[src/rtl/abr_intr_sched.sv]
// abr_intr_sched: collects level interrupts from NumSrc blocks, picks the
// highest-priority asserted source (round-robin among equal priorities),
// optionally coalesces before raising irq, and tracks a single host
// claim/complete handshake.
module abr_intr_sched #(
    parameter int NumSrc = 8,
    parameter int PrioW  = 2,
    parameter int CoalW  = 8,
    parameter int IdW    = $clog2(NumSrc)
) (
    input  logic                    clk_i,
    input  logic                    rst_i,
    input  logic [NumSrc-1:0]       intr_i,
    input  logic [NumSrc*PrioW-1:0] prio_i,
    input  logic [CoalW-1:0]        coal_cycles_i,
    input  logic                    claim_i,
    input  logic                    complete_i,
    input  logic [IdW-1:0]          complete_id_i,
    output logic                    irq_o,
    output logic [IdW-1:0]          irq_id_o,
    output logic                    busy_o,
    output logic                    err_o
);

    typedef enum logic [1:0] {
        ST_IDLE    = 2'd0,
        ST_COAL    = 2'd1,
        ST_PEND    = 2'd2,
        ST_CLAIMED = 2'd3
    } state_e;

    state_e            state_r;
    logic [CoalW-1:0]  cnt_r;
    logic [IdW-1:0]    rr_ptr_r;
    logic [IdW-1:0]    claimed_id_r;
    logic              irq_r;
    logic [IdW-1:0]    irq_id_r;
    logic              busy_r;
    logic              err_r;

    logic [PrioW-1:0]  prio_a_s [NumSrc];
    logic              found_s;
    logic [PrioW-1:0]  best_prio_s;
    logic [IdW-1:0]    best_id_s;
    logic [IdW-1:0]    rr_next_s;
    logic              id_match_s;

    // Unpack the flat priority bus into one entry per source.
    always_comb begin
        for (int i = 0; i < NumSrc; i++) begin
            prio_a_s[i] = prio_i[i*PrioW +: PrioW];
        end
    end

    // Arbiter: walk sources upward from rr_ptr with wrap; a strictly higher
    // priority replaces the current pick, so ties keep the first one found.
    always_comb begin
        int             idx_v;
        logic [IdW-1:0] idx_s;
        found_s     = 1'b0;
        best_prio_s = {PrioW{1'b0}};
        best_id_s   = {IdW{1'b0}};
        idx_v       = 0;
        idx_s       = {IdW{1'b0}};
        for (int k = 0; k < NumSrc; k++) begin
            idx_v = int'(rr_ptr_r) + k;
            idx_v = (idx_v >= NumSrc) ? (idx_v - NumSrc) : idx_v;
            idx_s = IdW'(idx_v);
            if (intr_i[idx_s] && (!found_s || (prio_a_s[idx_s] > best_prio_s))) begin
                found_s     = 1'b1;
                best_prio_s = prio_a_s[idx_s];
                best_id_s   = idx_s;
            end else begin
                found_s     = found_s;
            end
        end
    end

    // Round-robin pointer after a completion and the completion ID check.
    always_comb begin
        if (claimed_id_r == IdW'(NumSrc - 1)) begin
            rr_next_s = {IdW{1'b0}};
        end else begin
            rr_next_s = claimed_id_r + {{(IdW-1){1'b0}}, 1'b1};
        end
        id_match_s = (complete_id_i == claimed_id_r);
    end

    // Scheduler FSM with all host-visible outputs registered.
    // The detection cycle in IDLE counts as the first coalescing cycle, so
    // COAL hands over to PEND once the counter is down to 2; irq_o then rises
    // exactly coal_cycles_i cycles after the first eligible source.
    always_ff @(posedge clk_i or posedge rst_i) begin
        if (rst_i) begin
            state_r      <= ST_IDLE;
            cnt_r        <= {CoalW{1'b0}};
            rr_ptr_r     <= {IdW{1'b0}};
            claimed_id_r <= {IdW{1'b0}};
            irq_r        <= 1'b0;
            irq_id_r     <= {IdW{1'b0}};
            busy_r       <= 1'b0;
            err_r        <= 1'b0;
        end else begin
            err_r <= 1'b0;
            case (state_r)
                ST_IDLE: begin
                    err_r <= claim_i | complete_i;
                    if (|intr_i) begin
                        if (~|coal_cycles_i) begin
                            state_r  <= ST_PEND;
                            irq_r    <= 1'b1;
                            irq_id_r <= best_id_s;
                        end else begin
                            state_r <= ST_COAL;
                            cnt_r   <= coal_cycles_i;
                        end
                    end
                end
                ST_COAL: begin
                    err_r <= claim_i | complete_i;
                    if (~|intr_i) begin
                        state_r <= ST_IDLE;
                        cnt_r   <= {CoalW{1'b0}};
                    end else if (cnt_r <= CoalW'(2)) begin
                        state_r  <= ST_PEND;
                        cnt_r    <= {CoalW{1'b0}};
                        irq_r    <= 1'b1;
                        irq_id_r <= best_id_s;
                    end else begin
                        cnt_r <= cnt_r - CoalW'(1);
                    end
                end
                ST_PEND: begin
                    err_r <= complete_i;
                    if (claim_i) begin
                        // Claim uses the ID the host saw, even if that source
                        // has just deasserted.
                        state_r      <= ST_CLAIMED;
                        claimed_id_r <= irq_id_r;
                        irq_r        <= 1'b0;
                        busy_r       <= 1'b1;
                    end else if (~|intr_i) begin
                        state_r <= ST_IDLE;
                        irq_r   <= 1'b0;
                    end else begin
                        irq_r    <= 1'b1;
                        irq_id_r <= best_id_s;
                    end
                end
                ST_CLAIMED: begin
                    irq_id_r <= claimed_id_r;
                    err_r    <= claim_i | (complete_i & ~id_match_s);
                    if (complete_i && id_match_s) begin
                        state_r  <= ST_IDLE;
                        busy_r   <= 1'b0;
                        rr_ptr_r <= rr_next_s;
                    end
                end
                default: begin
                    state_r <= ST_IDLE;
                    cnt_r   <= {CoalW{1'b0}};
                    irq_r   <= 1'b0;
                    busy_r  <= 1'b0;
                end
            endcase
        end
    end

    assign irq_o    = irq_r;
    assign irq_id_o = irq_id_r;
    assign busy_o   = busy_r;
    assign err_o    = err_r;

endmodule

[config.mk]
export PLATFORM = sky130hd
export DESIGN_NAME = abr_intr_sched
export DESIGN_NICKNAME = d
export VERILOG_FILES = /design/src/rtl/abr_intr_sched.sv
export SDC_FILE = /design/constraint.sdc
export NUM_CORES = 1
export LEC_CHECK = 0
export BUFFER_PORTS_ARGS = -buffer_cell sky130_fd_sc_hd__buf_4
export CORE_MARGIN = 2
export CORE_UTILIZATION = 40
export DETAILED_ROUTE_END_ITERATION = 8
export GPL_ROUTABILITY_DRIVEN = 0
export SETUP_SLACK_MARGIN = 0.05
export SLEW_MARGIN = 20
export SYNTH_ARGS = -nofsm -noshare
export SYNTH_HDL_FRONTEND = slang
export SYNTH_SLANG_ARGS = --single-unit
[constraint.sdc]
create_clock -name clk_i -period 24.6 [get_ports clk_i]
set_input_delay 6.15 -clock clk_i [delete_from_list [all_inputs] [get_ports clk_i]]
set_output_delay 6.15 -clock clk_i [all_outputs]
set_load 0.05 [all_outputs]
# Word level (Yosys, flattened, before mapping)
# Index checks and enable logic that the tools add are counted.
dict set report totals {
  reg_bits 22
  input_bits 39
  output_inout_bits 6
  wordCells 223
}
dict set report op_classes {
  n_addsub 17
  magnitude_cmp 32
  n_eq_ne 16
  muxes 102
  bitwise 12
  reduce_logical 36
}
# cell n
set op_table {}
lappend op_table {{$mux 3} 23}
lappend op_table {{$ge 4x4->1 const B} 15}
lappend op_table {{$mux 2} 30}
lappend op_table {{$bmux 2 s3} 8}
lappend op_table {{$lt 3x4->1 const B} 8}
lappend op_table {{$mux 8} 4}
lappend op_table {{$not 3->4} 8}
lappend op_table {{$bmux 1 s3} 8}
lappend op_table {{$sub 3x1->3 const B} 8}
lappend op_table {{$mux 1} 23}
lappend op_table {{$ne 2x2->1 const B} 9}
lappend op_table {{$add 3x3->4 const B} 4}
lappend op_table {{$pmux 8 s2} 1}
lappend op_table {{$reduce_or 8->1} 2}
lappend op_table {{$gt 2x2->1} 7}
lappend op_table {{$pmux 3 s4} 1}
lappend op_table {{$add 3x2->4 const B} 2}
lappend op_table {{$le 8x2->1 const B} 1}
lappend op_table {{$logic_and 1x1->1} 8}
lappend op_table {{$pmux 2 s4} 1}
lappend op_table {{$sub 8x1->8 const B} 1}
lappend op_table {{$logic_not 1->1} 7}
lappend op_table {{$logic_or 1x1->1} 7}
lappend op_table {{$ne 3x3->1 const B} 2}
lappend op_table {{other kinds (21)} 27}

# Longest topological paths before layout
# Gate-level depths: netlist (run 1).
dict set report depth {
  depth_word 38
  depth_mapped 64
}

# Worst setup path after synthesis (run 1)
# OpenSTA, ideal clock, no wires.
dict set report synth_timing {
  path_kind {input -> register}
  startpoint {in intr_i[3]}
  endpoint {reg irq_id_r[0], in the netlist irq_id_o[0]}
  setup_time_ns 0.128
  arrival_time_ns 14.742
  required_time_ns 24.472
  path_slack_ns 9.731
  stages 49
  cell_sequence {mux4_2 -> mux2i_1 -> a21oi_1 -> ha_1 -> nor2_1 -> maj3_1 -> o21ai_2 -> mux2i_1 -> inv_1 -> ha_1 -> nor2_1 -> nor3b_1 -> nor2_1 -> nand2_1 -> nor2_1 -> a21oi_1 -> ha_1 -> inv_1 -> [13 not listed] -> ha_1 -> nor2b_1 -> o21ai_0 -> a21o_1 -> buf_2 -> mux2i_2 -> ha_1 -> nor2b_1 -> o21ai_0 -> a21o_1 -> mux2_2 -> ha_1 -> nor2b_1 -> o21ai_0 -> a21oi_2 -> o31a_1 -> a311oi_1 -> a21oi_1}
}
dict set report synth_between {
  elab_chain_cells 34
}
# element line
set synth_rtl {}
lappend synth_rtl {{start: declaration} 13} ;# input logic [NumSrc-1:0] intr_i,
lappend synth_rtl {{$bmux 1 s3} 69} ;# if (intr_i[idx_s] && (!found_s || (prio_a_s[idx_s] > best_prio_s))) begin
lappend synth_rtl {{$mux 1 (implied by the code)} 69}
lappend synth_rtl {{$mux 2 / $mux 1 (equally long branches)} 69}
lappend synth_rtl {{$gt 2x2->1 / $logic_not 1->1 (equally long branches)} 69}
lappend synth_rtl {{$logic_or 1x1->1} 69}
lappend synth_rtl {{$logic_and 1x1->1} 69}
lappend synth_rtl {{$mux 2 / $mux 1 (equally long branches)} 69}
lappend synth_rtl {{$gt 2x2->1 / $logic_not 1->1 (equally long branches)} 69}
lappend synth_rtl {{[18 not listed]} n/a}
lappend synth_rtl {{$mux 2 / $mux 1 (equally long branches)} 69}
lappend synth_rtl {{$gt 2x2->1 / $logic_not 1->1 (equally long branches)} 69}
lappend synth_rtl {{$logic_or 1x1->1} 69}
lappend synth_rtl {{$logic_and 1x1->1} 69}
lappend synth_rtl {{$mux 3} 69}
lappend synth_rtl {{$mux 3, on equally long branches} {142, 109, 124}}
lappend synth_rtl {{$mux 3, on equally long branches} {135, 108, 121}}
lappend synth_rtl {{$pmux 3 s4} 105} ;# case (state_r)
lappend synth_rtl {{end signal: assignment} 112} ;# irq_id_r <= best_id_s;
lappend synth_rtl {{end signal: assignment} 147} ;# irq_id_r <= best_id_s;
lappend synth_rtl {{end signal: assignment} 151} ;# irq_id_r <= claimed_id_r;
lappend synth_rtl {{end: declaration} 37} ;# logic [IdW-1:0] irq_id_r;
# Parallel ways exist; a longest one is shown, timed or not. The select of a mux whose other input is x is not followed.
# A chain may end at the register's enable or synchronous reset.

# Worst setup path in the final report (run 1)
# Ends and elaborated chain as after synthesis.

==> results of run 1 <==
-- synthesized netlist by cell type, types with 3 or more instances --
master	instances
a21o_1	3
a21oi_1	27
a22oi_1	3
a31oi_1	3
a41oi_1	3
buf_2	4
buf_4	3
buf_6	3
clkbuf_1	5
dfrtp_1	22
ha_1	18
inv_1	20
mux2_2	11
mux2i_1	18
mux4_1	6
mux4_2	20
nand2_1	39
nand3_1	9
nand3b_1	4
nand4_1	3
nor2_1	29
nor2b_1	5
nor3_1	10
nor3b_1	7
nor4_1	6
o211ai_1	3
o21ai_0	34
o22ai_1	3
xor2_1	3
-- worst paths after layout --
kind,start,end,slack (ns),depth (start not counted)
worst min-delay path,cnt_r[6],cnt_r[6],0.53,2
worst max register to register,rr_ptr_r[0],irq_id_o[0],13.36,52
min in group asynchronous,rst_i,cnt_r[4],6.05,2
worst min register to register,cnt_r[6],cnt_r[6],0.53,2
worst max-delay path,intr_i[3],irq_id_o[0],8.54,52
max in group asynchronous,rst_i,cnt_r[0],18.03,2
-- through the flow --
step / hold WS, ns / util (%) / cells / area (µm²) / worst slack (ns)
after CTS: 0.530 / 47.4 / 509 / 3700 / 8.58
final: 0.528 / 47.4 / 509 / 3700 / 8.54
after global routing: 0.596 / 47.4 / 509 / 3700 / 7.65
after floorplan: 0.471 / - / 372 / 3250 / 9.73
after detailed placement: 0.505 / 46.7 / 505 / 3640 / 8.35
after global placement: 0.494 / 46.7 / 505 / 3640 / 8.46
-- cells by family after synthesis --
group,synth area share [%]
simple gates,18.6
compound gates,20.3
mux,29.3
buf+inv,5.73
flops,16.9
fa+ha+maj,7.23
xor+xnor,1.85
-- worst max-delay path: cells and delay by family --
kind	cells	cell delay [ns]
buffers and inverters	5	0.40
AO/OA/AOI/OAI	22	4.00
multiplexers	6	2.12
AND/OR/NAND/NOR	11	1.32
adder cells (fa/ha/maj)	8	2.22
-- area by class of cell --
cell class                      count  area [µm²]
Sequential cell                    22         551
Inverter                           21        78.8
Tap cell                          102         128
Timing Repair Buffer               49         368
Multi-Input combinational cell    311        2520
Clock buffer                        4        55.1
Fill cell                         765        4110
-- metal layers --
| layer | part of all wire [%] | GRT usage [%] | vias up |
|---|---|---|---|
| met2 | 49 | 33.5 | 77 |
| met5 | 0 | 0 | - |
| met3 | 4.1 | 1.44 | 15 |
| li1 | - | - | 1486 |
| met4 | 2.5 | 5.92 | 0 |
| met1 | 45 | 25.7 | 1451 |
-- flip-flops by register name, indices dropped and copies added (netlist names) --
signal / count
busy_o: 1
claimed_id_r: 3
cnt_r: 8
err_o: 1
irq_id_o: 3
irq_o: 1
rr_ptr_r: 3
state_r: 2
==> out/metrics.yaml, run 1 <==
run_status:
  status: "complete, no violations"
routing:
  ant_nets: 0
  dr_total_vias: 3029
  drt_iter0_drc: 228
  drc: 0
  drt-vias-per-instance: 5.95
  wl_per_cell_um: 16.0
  drt_first_pass_iters: 5
  routed_wirelength_mm: 8.14
clocking:
  clkSinkCount: 22
  clk_pin_slew_ns: 0.08
  cts_hold_buf: 0
  post-cts-setup-buffers: 0
  cts_resized: 0
  cts_buffers: 3
  clk_latency_ns: 0.27
  cts_tree: "built"
  clockBufferDepth: 2
  root_buffer: "clkbuf_8"
  htreeDepth: 1
critical_path:
  crit_fanout: 10
  crit_top_cell: "a21oi_1"
  crit_slowest_cell: "mux4_2"
  worstSetupPathType: "in -> reg"
  slowest_delay_ns: 0.55
  critPathArrivalTime_ns: 16.22
  required_ns: 24.75
  start_kind: "input port"
  endpoint_kind: "register"
grt:
  grt_max_degree: 39
  grt_pass1_wl_mm: 13.9
  antenna_found_initial: 0
  gr-total-overflow: 0
  track_usage_pct: 19.4
  grt_pass1_vias: 2860
floorplan:
  die_w_um: 94.2
  die-area_mm2: 0.00887
  die_y_um: 94.2
  initial_core_util_pct: 41.7
  placementRows: 32
  pin_count: 45
  core_area_mm2: 0.00781
layout:
  drive_gt1_share_pct: 25.1
  n_antenna_cell: 0
  synthToLayoutAreaGrowth_pct: 13.6
  final_cell_mix: "buf_4 (49), nand2_1 (39), o21ai_0 (34), nor2_1 (29), a21oi_1 (27)"
  nets: 465
  final_common_cell: "buf_4"
timing:
  rsz0062_at_grt: "false"
  final_hold_viol_count: 0
  maxSlewHeadroom_pct: 43.7
  fin_skew_ns: 0.00159
  tightestPinTransition_ns: 0.844
  max_freq_mhz: 62.3
  setup_tns_ns: 0
  finalCritPeriodShare_pct: 65.3
  fin_crit_ns: 16.06
  slew_violations: 0
  setup-violations-final: 0
yosys:
  ys.flop_type: "dfrtp_1"
  synth.distinct_cells: 66
  yosysWarnings: 0
  synth_top_area_share_pct: 16.9
  avgSynthCellArea_um2: 8.75
  ys_seq_area_share_pct: 16.9
  synthesis.area_mm2: 0.00325
  syn_inst: 372
  synth-async-reset-ratio_pct: 100
  ys_seq_elements: 22
  synth_area_leaders: "dfrtp_1 (17%), mux4_2 (14%), ha_1 (6.9%), mux2i_1 (5.5%), o21ai_0 (5.2%)"
  synth_edf_count: 0
  syn_nets: 429
  yosysTopAreaCell: "dfrtp_1"
hold_path:
  hold_path.class: "reg -> reg"
placed_design:
  port-buffer-count: 44
  post-dp-hpwl_mm: 6.51
flow_run:
  drv_cap: 0
Power of run 1 is not shown: default switching activity piles up to over one toggle a cycle in this logic, so the estimate is an artifact.
==> inputs of run 2 (changes only) <==
==> constraint.sdc (replaced) <==
create_clock -name clk_i -period 14.01 [get_ports clk_i]
set_input_delay 3.5025 -clock clk_i [delete_from_list [all_inputs] [get_ports clk_i]]
set_output_delay 3.5025 -clock clk_i [all_outputs]
set_load 0.05 [all_outputs]
==> out/metrics.yaml, run 2 (synthesized netlist as in run 1, its figures left out) <==
routing:
  wl_per_cell_um: 16.4  # +2.4%
  routed_wirelength_mm: 8.35  # +2.6%
  drt-vias-per-instance: 6.01  # +0.92%
  drt_first_pass_iters: 4  # -1
  ant_nets: 0  # unchanged
  dr_total_vias: 3063  # +1.1%
  drc: 0  # unchanged
  drt_iter0_drc: 188  # -18%
flow_run:
  drv_cap: 0  # unchanged
clocking:
  cts_hold_buf: 0  # unchanged
  root_buffer: "clkbuf_8"
  clkSinkCount: 22  # unchanged
  clk_pin_slew_ns: 0.08  # about the same
  htreeDepth: 1  # unchanged
  clk_latency_ns: 0.26  # about the same
  clockBufferDepth: 2  # unchanged
  cts_tree: "built"
  cts_buffers: 3  # unchanged
layout:
  nets: 467  # +0.43%
  drive_gt1_share_pct: 26.2  # +1.2 points
  n_antenna_cell: 0  # unchanged
  largest_reg_flops: 8  # unchanged
  regMostFlops: "cnt_r"
  fin_util_pct: 47.8  # +0.40 points
  final_cell_mix: "buf_4 (51), nand2_1 (39), o21ai_0 (32), nor2_1 (29), a21oi_1 (27)"
  final_common_cell: "buf_4"
  synthToLayoutAreaGrowth_pct: 14.6
  fill_cells: 783  # +2.4%
run_status:
  status: "complete, no violations"
critical_path:
  critPathArrivalTime_ns: 13.37  # -2.85 ns
  slowest_delay_ns: 0.57  # +0.02 ns
  r2r_cells: 52  # unchanged
  required_ns: 14.15  # -10.60 ns
  crit_top_cell: "a21oi_1"
  start_kind: "input port"
  crit_slowest_cell: "mux4_2"
  worstSetupPathType: "in -> reg"
  crit_fanout: 10  # unchanged
  endpoint_kind: "register"
timing:
  setup-violations-final: 0  # unchanged
  final_hold_viol_count: 0  # unchanged
  maxSlewHeadroom_pct: 37.1  # -6.6 points
  max_freq_mhz: 75.6
  slew_violations: 0  # unchanged
  finalCritPeriodShare_pct: 94.4
  fin_skew_ns: 0.00478  # +0.00319 ns
  tightestPinTransition_ns: 0.937  # +0.0929 ns
  fin_crit_ns: 13.23
placed_design:
  post-dp-hpwl_mm: 6.60  # +1.4%
  port-buffer-count: 44  # unchanged
floorplan:
  pin_count: 45  # unchanged
  initial_core_util_pct: 41.7  # unchanged
  core_area_mm2: 0.00781  # unchanged
  die_w_um: 94.2  # unchanged
  die-area_mm2: 0.00887  # unchanged
  die_y_um: 94.2  # unchanged
  placementRows: 32  # unchanged
grt:
  grt_pass1_vias: 2865  # +0.17%
  antenna_found_initial: 0  # unchanged
  gr-total-overflow: 0  # unchanged
  grt_max_degree: 39  # unchanged
  track_usage_pct: 19.9  # +0.53 points
  grt_pass1_wl_mm: 14.2  # +2.3%
hold_path:
  hold_path.class: "reg -> reg"
  hold_depth: 2  # unchanged
## run 2: changes by cell type in the layout (fill, tap and decap cells not counted), moves of 2 or more
cell     change
mux2i_1      -2
o21ai_0      -2
o21ai_1      +2
buf_4        +2
## run 2: path summary, 6_finish.rpt
path | startpoint | to | slack, ns
worst min register to register | cnt_r[6] | cnt_r[6] | 0.52
worst max register to register | rr_ptr_r[0] | irq_id_o[0] | 2.91
max in group asynchronous | rst_i | claimed_id_r[2] | 10.08
min in group asynchronous | rst_i | state_r[0] | 3.41
worst max-delay path | intr_i[3] | irq_id_o[0] | 0.78
worst min-delay path | cnt_r[6] | cnt_r[6] | 0.52
## run 2: final cells by class
| class | instances | area [µm²] | area share [%] |
|---|---|---|---|
| multi-input combinational | 311 | 2550 | 68.3 |
| sequential | 22 | 551 | 14.8 |
| inverter | 21 | 78.8 | 2.11 |
| tap | 102 | 128 | 3.42 |
| clock buffer | 3 | 41.3 | 1.11 |
| timing repair buffer | 51 | 383 | 10.3 |
## run 2: through the flow
step | hold WS (ns) | setup TNS [ns] | setup slack (ns) | std cells | instance area (µm²)
floorplan | 0.471 | 0 | 1.79 | 372 | 3250
global placement | 0.494 | 0 | 0.321 | 505 | 3640
detailed placement | 0.505 | 0 | 0.178 | 505 | 3640
CTS | 0.523 | 0 | 0.431 | 508 | 3680
global route | 0.571 | -0.00391 | -0.00391 | 510 | 3730
finish | 0.521 | 0 | 0.781 | 510 | 3730
## run 2: worst max-delay path, delay by kind of cell
kind / cells / cell delay (ns)
buffers and inverters: 5 / 0.46
adder cells (fa/ha/maj): 8 / 2.28
AO/OA/AOI/OAI: 22 / 3.78
multiplexers: 5 / 1.74
AND/OR/NAND/NOR: 11 / 1.58
## run 2: metal layers
| layer | routed length (µm) | GRT usage (%) | vias up | share of wire (%) |
|---|---|---|---|---|
| met5 | 0 | 0 | - | 0 |
| met4 | 138 | 5.68 | 0 | 1.7 |
| met3 | 287 | 0.963 | 13 | 3.4 |
| met2 | 4080 | 33.3 | 80 | 49 |
| met1 | 3850 | 27.9 | 1480 | 46 |
| li1 | - | - | 1490 | - |
## run 2: repair_timing
action,in CTS,in global routing
gates resized for setup,0,8
hold endpoints to repair,0,0
endpoints found under the setup margin,0,3
buffers inserted,0,2
Power of run 2 is left out for the same reason.
==> inputs of run 3 (changes only) <==
--- a/config.mk
+++ b/config.mk
@@ -10,6 +10,7 @@
 export CORE_UTILIZATION = 40
 export DETAILED_ROUTE_END_ITERATION = 8
 export GPL_ROUTABILITY_DRIVEN = 0
+export MAX_ROUTING_LAYER = met4
 export SETUP_SLACK_MARGIN = 0.05
 export SLEW_MARGIN = 20
 export SYNTH_ARGS = -nofsm -noshare
==> out/metrics.yaml, run 3 (synthesized netlist as in run 1, its figures left out) <==
grt:
  grt_max_degree: 39  # unchanged
  antenna_found_initial: 0  # unchanged
  gr-total-overflow: 0  # unchanged
  grt_pass1_vias: 2870  # +0.17%
  grt_pass1_wl_mm: 14.2  # -0.15%
  track_usage_pct: 20.3  # +0.45 points
clocking:
  htreeDepth: 1  # unchanged
  cts_buffers: 3  # unchanged
  root_buffer: "clkbuf_8"
  cts_hold_buf: 0  # unchanged
  clk_pin_slew_ns: 0.08  # about the same
  clkSinkCount: 22  # unchanged
  cts_tree: "built"
  clockBufferDepth: 2  # unchanged
  clk_latency_ns: 0.26  # about the same
floorplan:
  die_w_um: 94.2  # unchanged
  die-area_mm2: 0.00887  # unchanged
  initial_core_util_pct: 41.7  # unchanged
  pin_count: 45  # unchanged
  die_y_um: 94.2  # unchanged
  placementRows: 32  # unchanged
  core_area_mm2: 0.00781  # unchanged
routing:
  drc: 0  # unchanged
  drt-vias-per-instance: 6.00  # -0.13%
  ant_nets: 0  # unchanged
  drt_iter0_drc: 165  # -12%
  wl_per_cell_um: 16.5  # +0.77%
  routed_wirelength_mm: 8.41  # +0.77%
  dr_total_vias: 3059  # -0.13%
  drt_first_pass_iters: 5  # +1
critical_path:
  endpoint_kind: "register"
  worstSetupPathType: "in -> reg"
  crit_fanout: 10  # unchanged
  start_kind: "input port"
  crit_slowest_cell: "mux4_2"
  required_ns: 14.16  # about the same
  crit_top_cell: "a21oi_1"
  critPathArrivalTime_ns: 13.43  # +0.06 ns
  slowest_delay_ns: 0.57  # about the same
timing:
  final_hold_viol_count: 0  # unchanged
  fin_skew_ns: 0.00318  # -0.00160 ns
  fin_crit_ns: 13.28  # +0.0523 ns
  finalCritPeriodShare_pct: 94.8  # +0.37 points
  slew_violations: 0  # unchanged
  max_freq_mhz: 75.3  # -0.39%
  tightestPinTransition_ns: 0.906  # -0.0305 ns
  setup-violations-final: 0  # unchanged
  maxSlewHeadroom_pct: 39.2  # +2.0 points
layout:
  final_common_cell: "buf_4"
  synthToLayoutAreaGrowth_pct: 14.6  # unchanged
  drive_gt1_share_pct: 26.2  # unchanged
  fin_util_pct: 47.8  # unchanged
  final_cell_mix: "buf_4 (51), nand2_1 (39), o21ai_0 (32), nor2_1 (29), a21oi_1 (27)"
  largest_reg_flops: 8  # unchanged
  nets: 467  # unchanged
  regMostFlops: "cnt_r"
  fin_cells: 510  # unchanged
  n_antenna_cell: 0  # unchanged
placed_design:
  port-buffer-count: 44  # unchanged
  placed_cells: 505  # unchanged
  post-dp-hpwl_mm: 6.60  # unchanged
flow_run:
  drv_cap: 0  # unchanged
run_status:
  status: "complete, no violations"
hold_path:
  hold_path.class: "reg -> reg"
==> run 3: cell counts in the layout (fill, tap and decap cells not counted) <==
Identical to the previous run, type by type.
==> run 3: through the flow <==
step	hold slack, ns	TNS [ns]	setup slack (ns)	area [µm²]
floorplan	0.471	0	1.79	3250
global placement	0.494	0	0.321	3640
detailed placement	0.505	0	0.178	3640
CTS	0.523	0	0.431	3680
global route	0.571	-0.0133	-0.0133	3730
finish	0.516	0	0.729	3730
==> run 3: timing repair <==
item | in CTS | in global routing
endpoints found under the setup margin | 0 | 3
gates resized for setup | 0 | 8
buffers inserted | 0 | 2
==> run 3: path summary, 6_finish.rpt <==
path,from,to,slack (ns),depth (start not counted)
max reg2reg,rr_ptr_r[0],irq_id_o[0],2.88,52
max in group asynchronous,rst_i,claimed_id_r[2],10.08,2
min reg2reg,cnt_r[6],cnt_r[6],0.52,2
min in group asynchronous,rst_i,state_r[0],3.41,2
max,intr_i[3],irq_id_o[0],0.73,51
min,cnt_r[6],cnt_r[6],0.52,2
==> run 3: per-layer routing <==
metal | vias up | GRT usage, % | part of all wire (%)
li1 | 1488 | - | -
met1 | 1478 | 27.8 | 46
met2 | 82 | 33.0 | 49
met3 | 11 | 1.04 | 3.7
met4 | 0 | 5.68 | 1.4
met5 | - | - | 0
==> run 3: final cells by class <==
class / instances / area, µm²
Timing Repair Buffer: 51 / 383
Sequential cell: 22 / 551
Fill cell: 783 / 4080
Tap cell: 102 / 128
Inverter: 21 / 78.8
Multi-Input combinational cell: 311 / 2550
Clock buffer: 3 / 41.3
==> run 3: critical path: cells and delay by family <==
| family | cells | cell delay, ns |
|---|---|---|
| compound gates | 22 | 3.87 |
| fa+ha+maj | 8 | 2.28 |
| mux | 5 | 1.73 |
| simple gates | 11 | 1.59 |
| buf+inv | 5 | 0.45 |
Power of run 3 is left out for the same reason.
